===== src/rtl/updown_counter_n.sv =====
// -----------------------------------------------------------------------------
// updown_counter_n
//
// Parametrised up/down counter with a programmable modulus, a variable step,
// synchronous clear and load, a one-cycle wrap/clamp pulse and terminal-count
// flags.
//
// Optional feature macro: COUNTER_SATURATE_EN
//   defined   -> adds pi_bSat; pi_bSat=1 clamps at the limits instead of
//                wrapping, pi_bSat=0 keeps the wrap behaviour.
//   undefined -> no pi_bSat port, the counter always wraps.
//
// Parameters:
//   WIDTH      counter/data width in bits (2..32)
//   MAX_VAL    highest count value; counting is modulo MAX_VAL+1
//   RESET_VAL  count value after reset or clear (<= MAX_VAL)
//
// Ports:
//   pi_bClk      in   clock, rising edge
//   pi_bReset_n  in   asynchronous active-low reset
//   pi_bClear    in   synchronous clear to RESET_VAL (highest sync priority)
//   pi_bLoad     in   synchronous load of min(pi_Data, MAX_VAL)
//   pi_Data      in   load value
//   pi_bEnable   in   count enable
//   pi_bUpDown   in   direction: 0 = up, 1 = down
//   pi_Step      in   step size (clamped to MAX_VAL)
//   pi_bSat      in   saturate select (COUNTER_SATURATE_EN only)
//   po_Count     out  registered count
//   po_bWrap     out  registered one-cycle wrap/clamp pulse
//   po_bAtMax    out  po_Count == MAX_VAL
//   po_bAtMin    out  po_Count == 0
// -----------------------------------------------------------------------------
module updown_counter_n #(
  parameter int          WIDTH     = 8,
  parameter int unsigned MAX_VAL   = (2**WIDTH) - 1,
  parameter int unsigned RESET_VAL = 0
) (
  input  logic             pi_bClk,
  input  logic             pi_bReset_n,
  input  logic             pi_bClear,
  input  logic             pi_bLoad,
  input  logic [WIDTH-1:0] pi_Data,
  input  logic             pi_bEnable,
  input  logic             pi_bUpDown,
  input  logic [WIDTH-1:0] pi_Step,
`ifdef COUNTER_SATURATE_EN
  input  logic             pi_bSat,
`endif
  output logic [WIDTH-1:0] po_Count,
  output logic             po_bWrap,
  output logic             po_bAtMax,
  output logic             po_bAtMin
);

  // Constants in the count width and in the one-bit-wider arithmetic width.
  // The modulus MAX_VAL+1 can be 2**WIDTH, so it only fits in WIDTH+1 bits.
  localparam logic [WIDTH-1:0] MAX_W = WIDTH'(MAX_VAL);
  localparam logic [WIDTH-1:0] RST_W = WIDTH'(RESET_VAL);
  localparam logic [WIDTH:0]   MAX_X = (WIDTH+1)'(MAX_VAL);
  localparam logic [WIDTH:0]   MOD_X = MAX_X + 1'b1;

  logic [WIDTH-1:0] count_q, count_d;
  logic             wrap_q, wrap_d;

  logic [WIDTH-1:0] step_s;
  logic [WIDTH-1:0] data_s;
  logic [WIDTH:0]   step_x;
  logic [WIDTH:0]   cnt_x;
  logic [WIDTH:0]   sum_x;
  logic             sat_mode;

  // Saturation is only selectable when the feature is compiled in.
`ifdef COUNTER_SATURATE_EN
  assign sat_mode = pi_bSat;
`else
  assign sat_mode = 1'b0;
`endif

  // Next-state computation. Priority is clear, then load, then an enabled
  // count, otherwise hold. The wrap pulse defaults to 0 so it is only ever
  // high for the single cycle following a boundary event.
  always_comb begin
    count_d = count_q;
    wrap_d  = 1'b0;

    step_s  = (pi_Step > MAX_W) ? MAX_W : pi_Step;
    data_s  = (pi_Data > MAX_W) ? MAX_W : pi_Data;
    step_x  = {1'b0, step_s};
    cnt_x   = {1'b0, count_q};
    // Both operands are <= MAX_VAL, so the sum cannot overflow WIDTH+1 bits.
    sum_x   = cnt_x + step_x;

    if (pi_bClear) begin
      count_d = RST_W;
    end else if (pi_bLoad) begin
      count_d = data_s;
    end else if (pi_bEnable && (step_s != '0)) begin
      if (!pi_bUpDown) begin
        // Counting up: anything past MAX_VAL either wraps or clamps.
        if (sum_x > MAX_X) begin
          wrap_d = 1'b1;
          if (sat_mode) begin
            count_d = MAX_W;
          end else begin
            count_d = WIDTH'(sum_x - MOD_X);
          end
        end else begin
          count_d = WIDTH'(sum_x);
        end
      end else begin
        // Counting down: a step larger than the count crosses zero.
        if (step_x > cnt_x) begin
          wrap_d = 1'b1;
          if (sat_mode) begin
            count_d = '0;
          end else begin
            count_d = WIDTH'(cnt_x + MOD_X - step_x);
          end
        end else begin
          count_d = WIDTH'(cnt_x - step_x);
        end
      end
    end
  end

  // State registers; reset acts immediately without waiting for a clock edge.
  always_ff @(posedge pi_bClk or negedge pi_bReset_n) begin
    if (!pi_bReset_n) begin
      count_q <= RST_W;
      wrap_q  <= 1'b0;
    end else begin
      count_q <= count_d;
      wrap_q  <= wrap_d;
    end
  end

  // Terminal-count flags decode the count register directly, so they change
  // in the same cycle as po_Count.
  assign po_Count  = count_q;
  assign po_bWrap  = wrap_q;
  assign po_bAtMax = (count_q == MAX_W);
  assign po_bAtMin = (count_q == '0);

endmodule

===== config.mk =====
export PLATFORM = sky130hd
export DESIGN_NAME = updown_counter_n
export DESIGN_NICKNAME = d
export VERILOG_FILES = /design/src/rtl/updown_counter_n.sv
export SDC_FILE = /design/constraint.sdc
export NUM_CORES = 1
export LEC_CHECK = 0
export BUFFER_PORTS_ARGS = -buffer_cell sky130_fd_sc_hd__buf_2
export CAP_MARGIN = 20
export CORE_MARGIN = 2
export CORE_UTILIZATION = 51
export CTS_CLUSTER_DIAMETER = 100
export CTS_CLUSTER_SIZE = 28
export DETAILED_ROUTE_END_ITERATION = 10
export PLACE_DENSITY = 0.77
export REMOVE_ABC_BUFFERS = 1
export SLEW_MARGIN = 25
export SYNTH_ARGS = -nofsm -noshare
export SYNTH_HDL_FRONTEND = slang
export SYNTH_SLANG_ARGS = --single-unit

===== constraint.sdc =====
create_clock -name pi_bClk -period 2.9 [get_ports pi_bClk]
set_input_delay 0.58 -clock pi_bClk [delete_from_list [all_inputs] [get_ports pi_bClk]]
set_output_delay 0.58 -clock pi_bClk [all_outputs]
set_load 0.05 [all_outputs]

## After elaboration in Yosys (flattened, before gate mapping)

Cells that the tools add are included.

| cells by class | value |
|---|---|
| muxes and demuxes | 14 |
| $add $sub $neg | 5 |
| shift-type cells | 0 |
| div/mod/pow operators | 0 |
| eq/ne operators | 1 |
| bitwise gates (word level) | 0 |
| reductions and logical operators | 4 |
| order comparisons | 4 |
| $mul | 0 |

Operator list:

| operator | count |
|---|---|
| $mux W8 | 8 |
| $gt A8 B8 Y1 const B | 2 |
| $sub A8 B8 Y8 | 2 |
| $add A8 B8 Y9 | 1 |
| $gt A9 B8 Y1 const B | 1 |
| $add A8 B1 Y8 const B | 1 |
| $eq A8 B8 Y1 const B | 1 |
| $gt A8 B8 Y1 | 1 |
| $logic_not A8 Y1 | 1 |
| $reduce_bool A8 Y1 | 1 |
| $sub A8 B1 Y8 const B | 1 |
| $mux W1 | 6 |
| $reduce_bool A3 Y1 | 1 |
| $logic_and A1 B1 Y1 | 1 |

| word-level totals | value |
|---|---|
| output and inout bits | 11 |
| memories | 0 |
| ROM bits | 0 |
| latch bits | 0 |
| flip-flop bits (word level) | 9 |
| memory bits (writable) | 0 |

## Logic depth before layout (Yosys ltp)

Gate-level depths: netlist (run 1).

| depth | value |
|---|---|
| depth in word-level cells | 9 |
| gate-level depth with buffers | 10 |
| depth with buffers taken out | 10 |

## Worst setup path after synthesis (run 1)

OpenSTA, ideal clock, no wires.

| timing path | value |
|---|---|
| path kind | register to output |
| start | register count_q[1] (netlist: po_Count[1]) |
| end | output po_bAtMin |
| arrival | 1.861 ns |
| data required time | 2.320 ns |
| path slack | 0.459 ns |
| path buffers | 0 |
| cell stages (with the launch flop) | 3 |
| cells stage by stage | dfrtp_1 > or4_1 > nor2_1 |

| between the ends | value |
|---|---|
| word-level cells in the longest chain between the ends | 1 |

Ends and longest elaborated chain:

| element | line | source |
|---|---|---|
| start, declared | 62 | `logic [WIDTH-1:0] count_q, count_d;` |
| start signal, assigned | 132 | `count_q <= count_d;` |
| $logic_not A8 Y1 | 142 | `assign po_bAtMin = (count_q == '0);` |
| end, declared | 52 | `output logic po_bAtMin` |

Every way passes these cells.

## Worst setup path in the final report (run 1)

| timing path | value |
|---|---|
| start | register count_q[0] (netlist: po_Count[0]) |
| end | register wrap_q (netlist: po_bWrap) |

| between the ends | value |
|---|---|
| word-level cells in the longest chain between the ends | 7 |
| elaborated cells between the ends (all ways) | 9 |
| those cells by class | add/sub: 1; order compare: 2; mux: 6 |

Ends and longest elaborated chain:

| element | line | source |
|---|---|---|
| $add A8 B8 Y9 | 91 | `sum_x = cnt_x + step_x;` |
| $gt A9 B8 Y1 | 100 | `if (sum_x > MAX_X) begin` |
| $mux W1 | 100 |  |
| $mux W1 (*) | 98 | `if (!pi_bUpDown) begin` |
| $mux W1 (*) | 97 | `end else if (pi_bEnable && (step_s != '0)) begin` |
| $mux W1 (*) | 95 | `end else if (pi_bLoad) begin` |
| $mux W1 (*) | 93 | `if (pi_bClear) begin` |
| net wrap_d | 63 | `logic wrap_q, wrap_d;` |
| end signal, assigned | 133 | `wrap_q <= wrap_d;` |
| end, declared | 63 |  |

Mark *: on every way through the listed nets, which the timed path passes. The rest lies on a longest branch.
A chain may end at the register's enable or synchronous reset.

==> impl_metrics.toml, run 1 <==
[run_status]
result_of_the_run = "finished, final reports clean"

[cts]
clock_tree.root_cell = "sky130_fd_sc_hd__clkbuf_4"
tritoncts.num_buffers = 3
cts.sink_count = 9
cts-resized-gates = 0
insertion_delay_to_the_later_sink_of_the_worst_skew_pair_ns = 0.26
tritoncts_clock_tree = "built"
clock_tree.buffer_depth = 2
post-cts-setup-buffer-count = 0
cts_hold_repair.buffers = 0
path_clk_slew_ns = 0.06
htree_num_levels = 1

[critical_path]
timing.critical_path.slowest_cell_delay_ns = 0.43
path_common_cell = "sky130_fd_sc_hd__inv_1"
setup.worst_path.end_class = "flop"
critical-path-top-delay-family = "compound AO/OA/AOI/OAI gates"
path_cells = "inv_1, ha_1, inv_1, fa_1, a21o_1, a41o_2, a21oi_1, nand3b_1, a31oi_1, a211oi_1"
ff2ff_setup_slack_ns = 0.56
cp_max_fanout = 6
timing.critical_path.slowest_stage_cell = "sky130_fd_sc_hd__dfrtp_1"
timing.critical_path.from_type = "flop"
timing.reg2reg.worst_path_depth = 10
critical_path.startpoint = "po_Count[0]"
path_class = "flop to flop"
crit-reg2reg-capture = "po_bWrap"
worst_ep_arrival_time_ns = 2.49
worstReg2RegStart = "po_Count[0]"
crit_buf_inv = 2
worst-endpoint-required_ns = 3.05

[power]
static-leakage-power_nw = 0.6910
clock_power_share_pct = 19.0
cell_internal_pwr_uw = 283.9
vdd_ir_drop_max_mv = 0.3712
sequentialPowerShare_pct = 30.7
power_switching_share_pct = 43.70
net_switching_uw = 220.4
power.density_cell_area_nw_per_um2 = 380.9
share_comb_of_total_power_pct = 50.4

[synthesis]
ys_seq_area_share_pct = 20.18
yosys_register_bits = 9
synth_area_leaders = "sky130_fd_sc_hd__dfrtp_1, sky130_fd_sc_hd__ha_1, sky130_fd_sc_hd__a21oi_1"
postSynth.asyncResetShare_pct = 100.0
synth-adder-area-share_pct = 21.52
syn_inst = 141
synthDominantCellAreaShare_pct = 20.18
syn-mean-instance-area_um2 = 7.915
combinational_family_with_the_most_area_after_synthesis = "compound AO/OA/AOI/OAI gates"
synth_enable_flop_cells = 0
yosysWarnings = 0
synth-compound-area-share_pct = 27.35
synth_top_cell_by_area = "sky130_fd_sc_hd__dfrtp_1"
synth_cell_area_um2 = 1116
yosysUniqueCellTypes = 38
xor_and_xnor_area_share_after_synthesis_pct = 3.924
synth_mux_area_share_pct = 1.794
synth_simple_gate_area_share_pct = 18.72
synth-main-ff-cell = "sky130_fd_sc_hd__dfrtp_1"

[placement]
post-place-ws_ns = 0.3712
post-dp-hpwl_um = 2401
place_area_um2 = 1297
dp.cells = 196
count_of_input_and_output_buffers = 32
routabilityCongestion = 0.8828

[floorplan]
die_x_um = 50.78
die_y_um = 50.78
fp.dieArea_um2 = 2579
pin_count = 33
placementRows = 16
initial_core_util_pct = 55.20
fp.coreArea_um2 = 2022

[cells_and_area]
areaGrowthSynthToFinish_pct = 18.61
fin_util_pct = 65.47
final_nets = 214
sequential_cell_area_um2 = 225.2
fin_cells = 200
final_antenna_diode_count = 0
multiInputGateArea_um2 = 818.3
layout.filler_cells = 198
final_layout_size_suffix_gt1_share_pct = 21.97
final_cell_area_um2 = 1324

[route]
pre_repair_dr_iteration_count = 4
detailed_route_iter0_violations = 29
drc_errors = 0
routed_wl_um = 2937
drt-wirelength-per-cell_um = 14.69
vias = 1182
route.antenna.remaining_nets = 0
post_drt_via_cell_ratio = 5.910

[global_route]
grt_pass1_wl_um = 4788
globalRouteTotalUtil_pct = 24.02
first_global_vias = 1041
pin_count_of_the_biggest_net_entering_global_routing = 19
antenna_found_initial = 0
global_route.overflow_total = 0

[min_path]
worst_hold_path_type = "input pin to async pin"

[job]
cap_violations = 0

[sta]
hold_viol = 0
fmax_ghz = 0.4276
period_needed_ns = 2.339
setup_total_negative_slack_ns = 0
worst_pin_slew_ns = 0.7065
max_slew_margin_pct = 52.48
timing_max_transition_violations_final = 0
post_route_fraction_of_the_period_consumed_by_the_critical_path_pct = 80.65
worst_clock_skew_ns = 0.0005241
grt_setup_unrepaired = "false"
setup-violations-final = 0
setup_ws_ns = 0.5612
-- sequential cells by signal, indices dropped and copies added, names as in the netlist --
| name | flops |
|---|---|
| po_Count | 8 |
| po_bWrap | 1 |
-- cell usage in the layout (no fill, tap or decap), types with 3 or more instances in the layout --
| cell | instances |
|---|---|
| sky130_fd_sc_hd__buf_2 | 32 |
| sky130_fd_sc_hd__ha_1 | 16 |
| sky130_fd_sc_hd__nor2_1 | 14 |
| sky130_fd_sc_hd__inv_1 | 13 |
| sky130_fd_sc_hd__a21oi_1 | 13 |
| sky130_fd_sc_hd__nand2_1 | 9 |
| sky130_fd_sc_hd__dfrtp_1 | 9 |
| sky130_fd_sc_hd__o21ai_0 | 8 |
| sky130_fd_sc_hd__a211oi_1 | 5 |
| sky130_fd_sc_hd__xnor2_1 | 4 |
| sky130_fd_sc_hd__nor3_1 | 3 |
| sky130_fd_sc_hd__nor4_1 | 3 |
| sky130_fd_sc_hd__a21o_1 | 3 |
| sky130_fd_sc_hd__nor3b_1 | 3 |
| sky130_fd_sc_hd__nor2b_1 | 3 |
| sky130_fd_sc_hd__o31ai_1 | 3 |
| sky130_fd_sc_hd__clkbuf_4 | 3 |
-- power by group through the flow --
stage               clock, mW  sequential, mW  combinational (mW)
floorplan                   0           0.188               0.143
global placement            0           0.155               0.246
detailed placement          0           0.156               0.251
CTS                    0.0967           0.154               0.253
global route            0.108           0.157               0.278
finish                 0.0956           0.155               0.254
-- Yosys cell counts (2+ instances only) --
cell type and instances:
sky130_fd_sc_hd__a32oi_1 2, sky130_fd_sc_hd__a221o_1 2, sky130_fd_sc_hd__inv_1 13, sky130_fd_sc_hd__nor4_1 3, sky130_fd_sc_hd__nand4_1 2, sky130_fd_sc_hd__a211oi_1 5, sky130_fd_sc_hd__clkbuf_1 4, sky130_fd_sc_hd__dfrtp_1 9
sky130_fd_sc_hd__xnor2_1 4, sky130_fd_sc_hd__o31ai_1 3, sky130_fd_sc_hd__mux2i_1 2, sky130_fd_sc_hd__nor3_1 3, sky130_fd_sc_hd__nor3b_1 3, sky130_fd_sc_hd__nor2b_1 3, sky130_fd_sc_hd__nand2_1 9, sky130_fd_sc_hd__fa_1 2
sky130_fd_sc_hd__o21ai_0 8, sky130_fd_sc_hd__ha_1 16, sky130_fd_sc_hd__or4_1 2, sky130_fd_sc_hd__a21o_1 3, sky130_fd_sc_hd__a21oi_1 13, sky130_fd_sc_hd__nor2_1 14
-- layer usage --
metal / vias to the layer above / GRT usage (%) / routed length (um)
met4: 0 / 2.703 / 18
met1: 547 / 31.86 / 1335
met5: - / 0 / 0
met3: 2 / 3.869 / 191
met2: 55 / 42.11 / 1392
li1: 578 / - / -
-- stage by stage --
step / power, mW / hold slack (ns)
floorplan: 0.3307 / 0.2844
global placement: 0.4007 / 0.4385
detailed placement: 0.4077 / 0.4375
CTS: 0.5038 / 0.1633
global route: 0.5432 / 0.1645
finish: 0.5043 / 0.1624
-- cells by family after synthesis --
| kind of cell | count (synthesis) |
|---|---|
| xor+xnor | 5 |
| flops | 9 |
| mux | 2 |
| simple gates | 42 |
| buf+inv | 19 |
| compound gates | 46 |
| fa+ha+maj | 18 |
-- area by class of cell --
type,instances,share of cell area (%)
Multi-Input combinational cell,113,61.81
Tap cell,27,2.552
Inverter,14,3.970
Timing Repair Buffer,33,12.67
Clock buffer,4,1.985
Sequential cell,9,17.01
-- how the worst max path moves through the flow --
| stage | to | cells after the start | slack [ns] |
|---|---|---|---|
| 6_report | po_bWrap | 10 | 0.56 |
| 5_1_grt | po_bWrap | 10 | 0.40 |
| 4_1_cts | po_bWrap | 10 | 0.58 |
| 3_5_place_dp | po_bWrap | 10 | 0.37 |
| 3_3_place_gp | po_bWrap | 10 | 0.40 |
| 2_1_floorplan | po_bAtMin | 2 | 0.46 |
Note: power is estimated with default switching activity, not from simulation.
==> inputs of run 2 (changes only) <==
Settings changed: CORE_UTILIZATION 51 to 46, PLACE_DENSITY 0.77 to 0.73.
Clock period 2.9 ns to 2.1 ns, I/O delays scaled along.
==> impl_metrics.toml, run 2 (synthesized netlist as in run 1, its figures left out) <==
[run_status]
result_of_the_run = "finished, violations left"
violations = "negative setup slack"

[floorplan]
initial_core_util_pct = 49.50
pin_count = 33
fp.coreArea_um2 = 2255
die_x_um = 53.26
die_y_um = 53.26
placementRows = 17
fp.dieArea_um2 = 2836

[placement]
count_of_input_and_output_buffers = 32
routabilityCongestion = 0.9030
post-dp-hpwl_um = 2611
dp.cells = 211
post-place-ws_ns = -0.2768

[cells_and_area]
sequential_cell_area_um2 = 226.5
largest_register_ff_count = 8
final_nets = 230
layout.filler_cells = 197
multiInputGateArea_um2 = 869.6
fin_util_pct = 67.20
fin_cells = 217
areaGrowthSynthToFinish_pct = 35.76
layout.cells.most_common_list = "sky130_fd_sc_hd__buf_2, sky130_fd_sc_hd__buf_4, sky130_fd_sc_hd__ha_1"
final_antenna_diode_count = 0
layout.cells.most_common = "sky130_fd_sc_hd__buf_2"
final_layout_size_suffix_gt1_share_pct = 34.92

[job]
cap_violations = 0

[sta]
hold-worst-slack_ns = 0.004153
hold_viol = 0
max_slew_margin_pct = 76.35
worst_pin_slew_ns = 0.3493
period_needed_ns = 2.138
setup_ws_ns = -0.03836
fmax_ghz = 0.4676
timing_max_transition_violations_final = 0
setup-violations-final = 2
post_route_fraction_of_the_period_consumed_by_the_critical_path_pct = 101.8
grt_setup_unrepaired = "true"
worst_clock_skew_ns = 0.0006453

[critical_path]
timing.critical_path.slowest_stage_cell = "sky130_fd_sc_hd__dfrtp_1"
path_class = "flop to flop"
worst_ep_arrival_time_ns = 2.30
timing.critical_path.from_type = "flop"
path_cells = "inv_1, ha_2, inv_2, fa_2, a21o_1, a41o_2, a21oi_2, nand3b_1, a31oi_1, a211oi_2"
cp_max_fanout = 2
setup.worst_path.end_class = "flop"
timing.critical_path.slowest_cell_delay_ns = 0.40
worst-endpoint-required_ns = 2.27

[route]
drt-wirelength-per-cell_um = 15.68
post_drt_via_cell_ratio = 5.908
detailed_route_iter0_violations = 29
vias = 1282
drc_errors = 0
route.antenna.remaining_nets = 0
pre_repair_dr_iteration_count = 4
routed_wl_um = 3402

[global_route]
global_route.overflow_total = 0
first_global_vias = 1195
antenna_found_initial = 0
globalRouteTotalUtil_pct = 25.90
pin_count_of_the_biggest_net_entering_global_routing = 13
grt_pass1_wl_um = 5402

[min_path]
worst_hold_path_type = "input pin to async pin"

[cts]
cts.sink_count = 9
tritoncts.num_buffers = 3
clock_tree.root_cell = "sky130_fd_sc_hd__clkbuf_4"
tritoncts_clock_tree = "built"
insertion_delay_to_the_later_sink_of_the_worst_skew_pair_ns = 0.25
path_clk_slew_ns = 0.06
clock_tree.buffer_depth = 2
htree_num_levels = 1

[power]
power.density_cell_area_nw_per_um2 = 506.1
vdd_ir_drop_max_mv = 0.5342
finalPower_uw = 766.8
static-leakage-power_nw = 0.7778
[run 2: per-layer routing]
metal	vias to the layer above	share of wire (%)	wire length [um]	global-route usage (%)
met5	-	0	0	0
met4	0	1.8	62	5.128
met3	8	4.4	151	3.955
met2	45	52	1759	46.91
met1	613	42	1429	32.00
li1	616	-	-	-
[run 2: what timing repair did]
item / in CTS / in global routing
hold buffers: 0 / 0
pin swaps: 4 / 4
endpoints found under the setup margin: 5 / 6
resized for setup: 10 / 10
cloned: 0 / 0
setup buffers: 1 / 1
[run 2: power by group]
part | switching, mW | total, mW | internal, mW
logic | 0.253 | 0.431 | 0.178
clock network | 0.0572 | 0.130 | 0.0730
registers | 0.0176 | 0.206 | 0.188
[run 2: final timing paths]
path                            cells past startpoint  slack, ns     endpoint        start
worst max-delay path                               10      -0.04     po_bWrap  po_Count[0]
worst min-delay path                                1      0.004  po_Count[0]  pi_bReset_n
worst max register to register                     10      -0.04     po_bWrap  po_Count[0]
worst min register to register                      2       0.66  po_Count[6]  po_Count[6]
max in group asynchronous                           1       1.90  po_Count[1]  pi_bReset_n
min in group pi_bClk                                3       0.37  po_Count[3]   pi_Data[3]
[run 2: critical path: cells and delay by family (launching register included)]
family | cells | cell delay (ns)
AO/OA/AOI/OAI | 5 | 0.87
adder cells (fa/ha/maj) | 2 | 0.53
flip-flops | 1 | 0.40
buffers and inverters | 2 | 0.12
AND/OR/NAND/NOR | 1 | 0.12
[run 2: through the flow]
| step | setup TNS, ns | area [um2] |
|---|---|---|
| global route | -0.3975 | 1515 |
| CTS | -0.2039 | 1464 |
| floorplan | -0.7440 | 1096 |
| global placement | -0.5795 | 1404 |
| finish | -0.06244 | 1515 |
| detailed placement | -0.7915 | 1404 |
[run 2: layout make-up]
cell class	count	area share, %
Clock buffer	4	1.734
Multi-Input combinational cell	113	57.39
Inverter	14	3.468
Timing Repair Buffer	49	20.15
Sequential cell	9	14.95
Tap cell	28	2.312
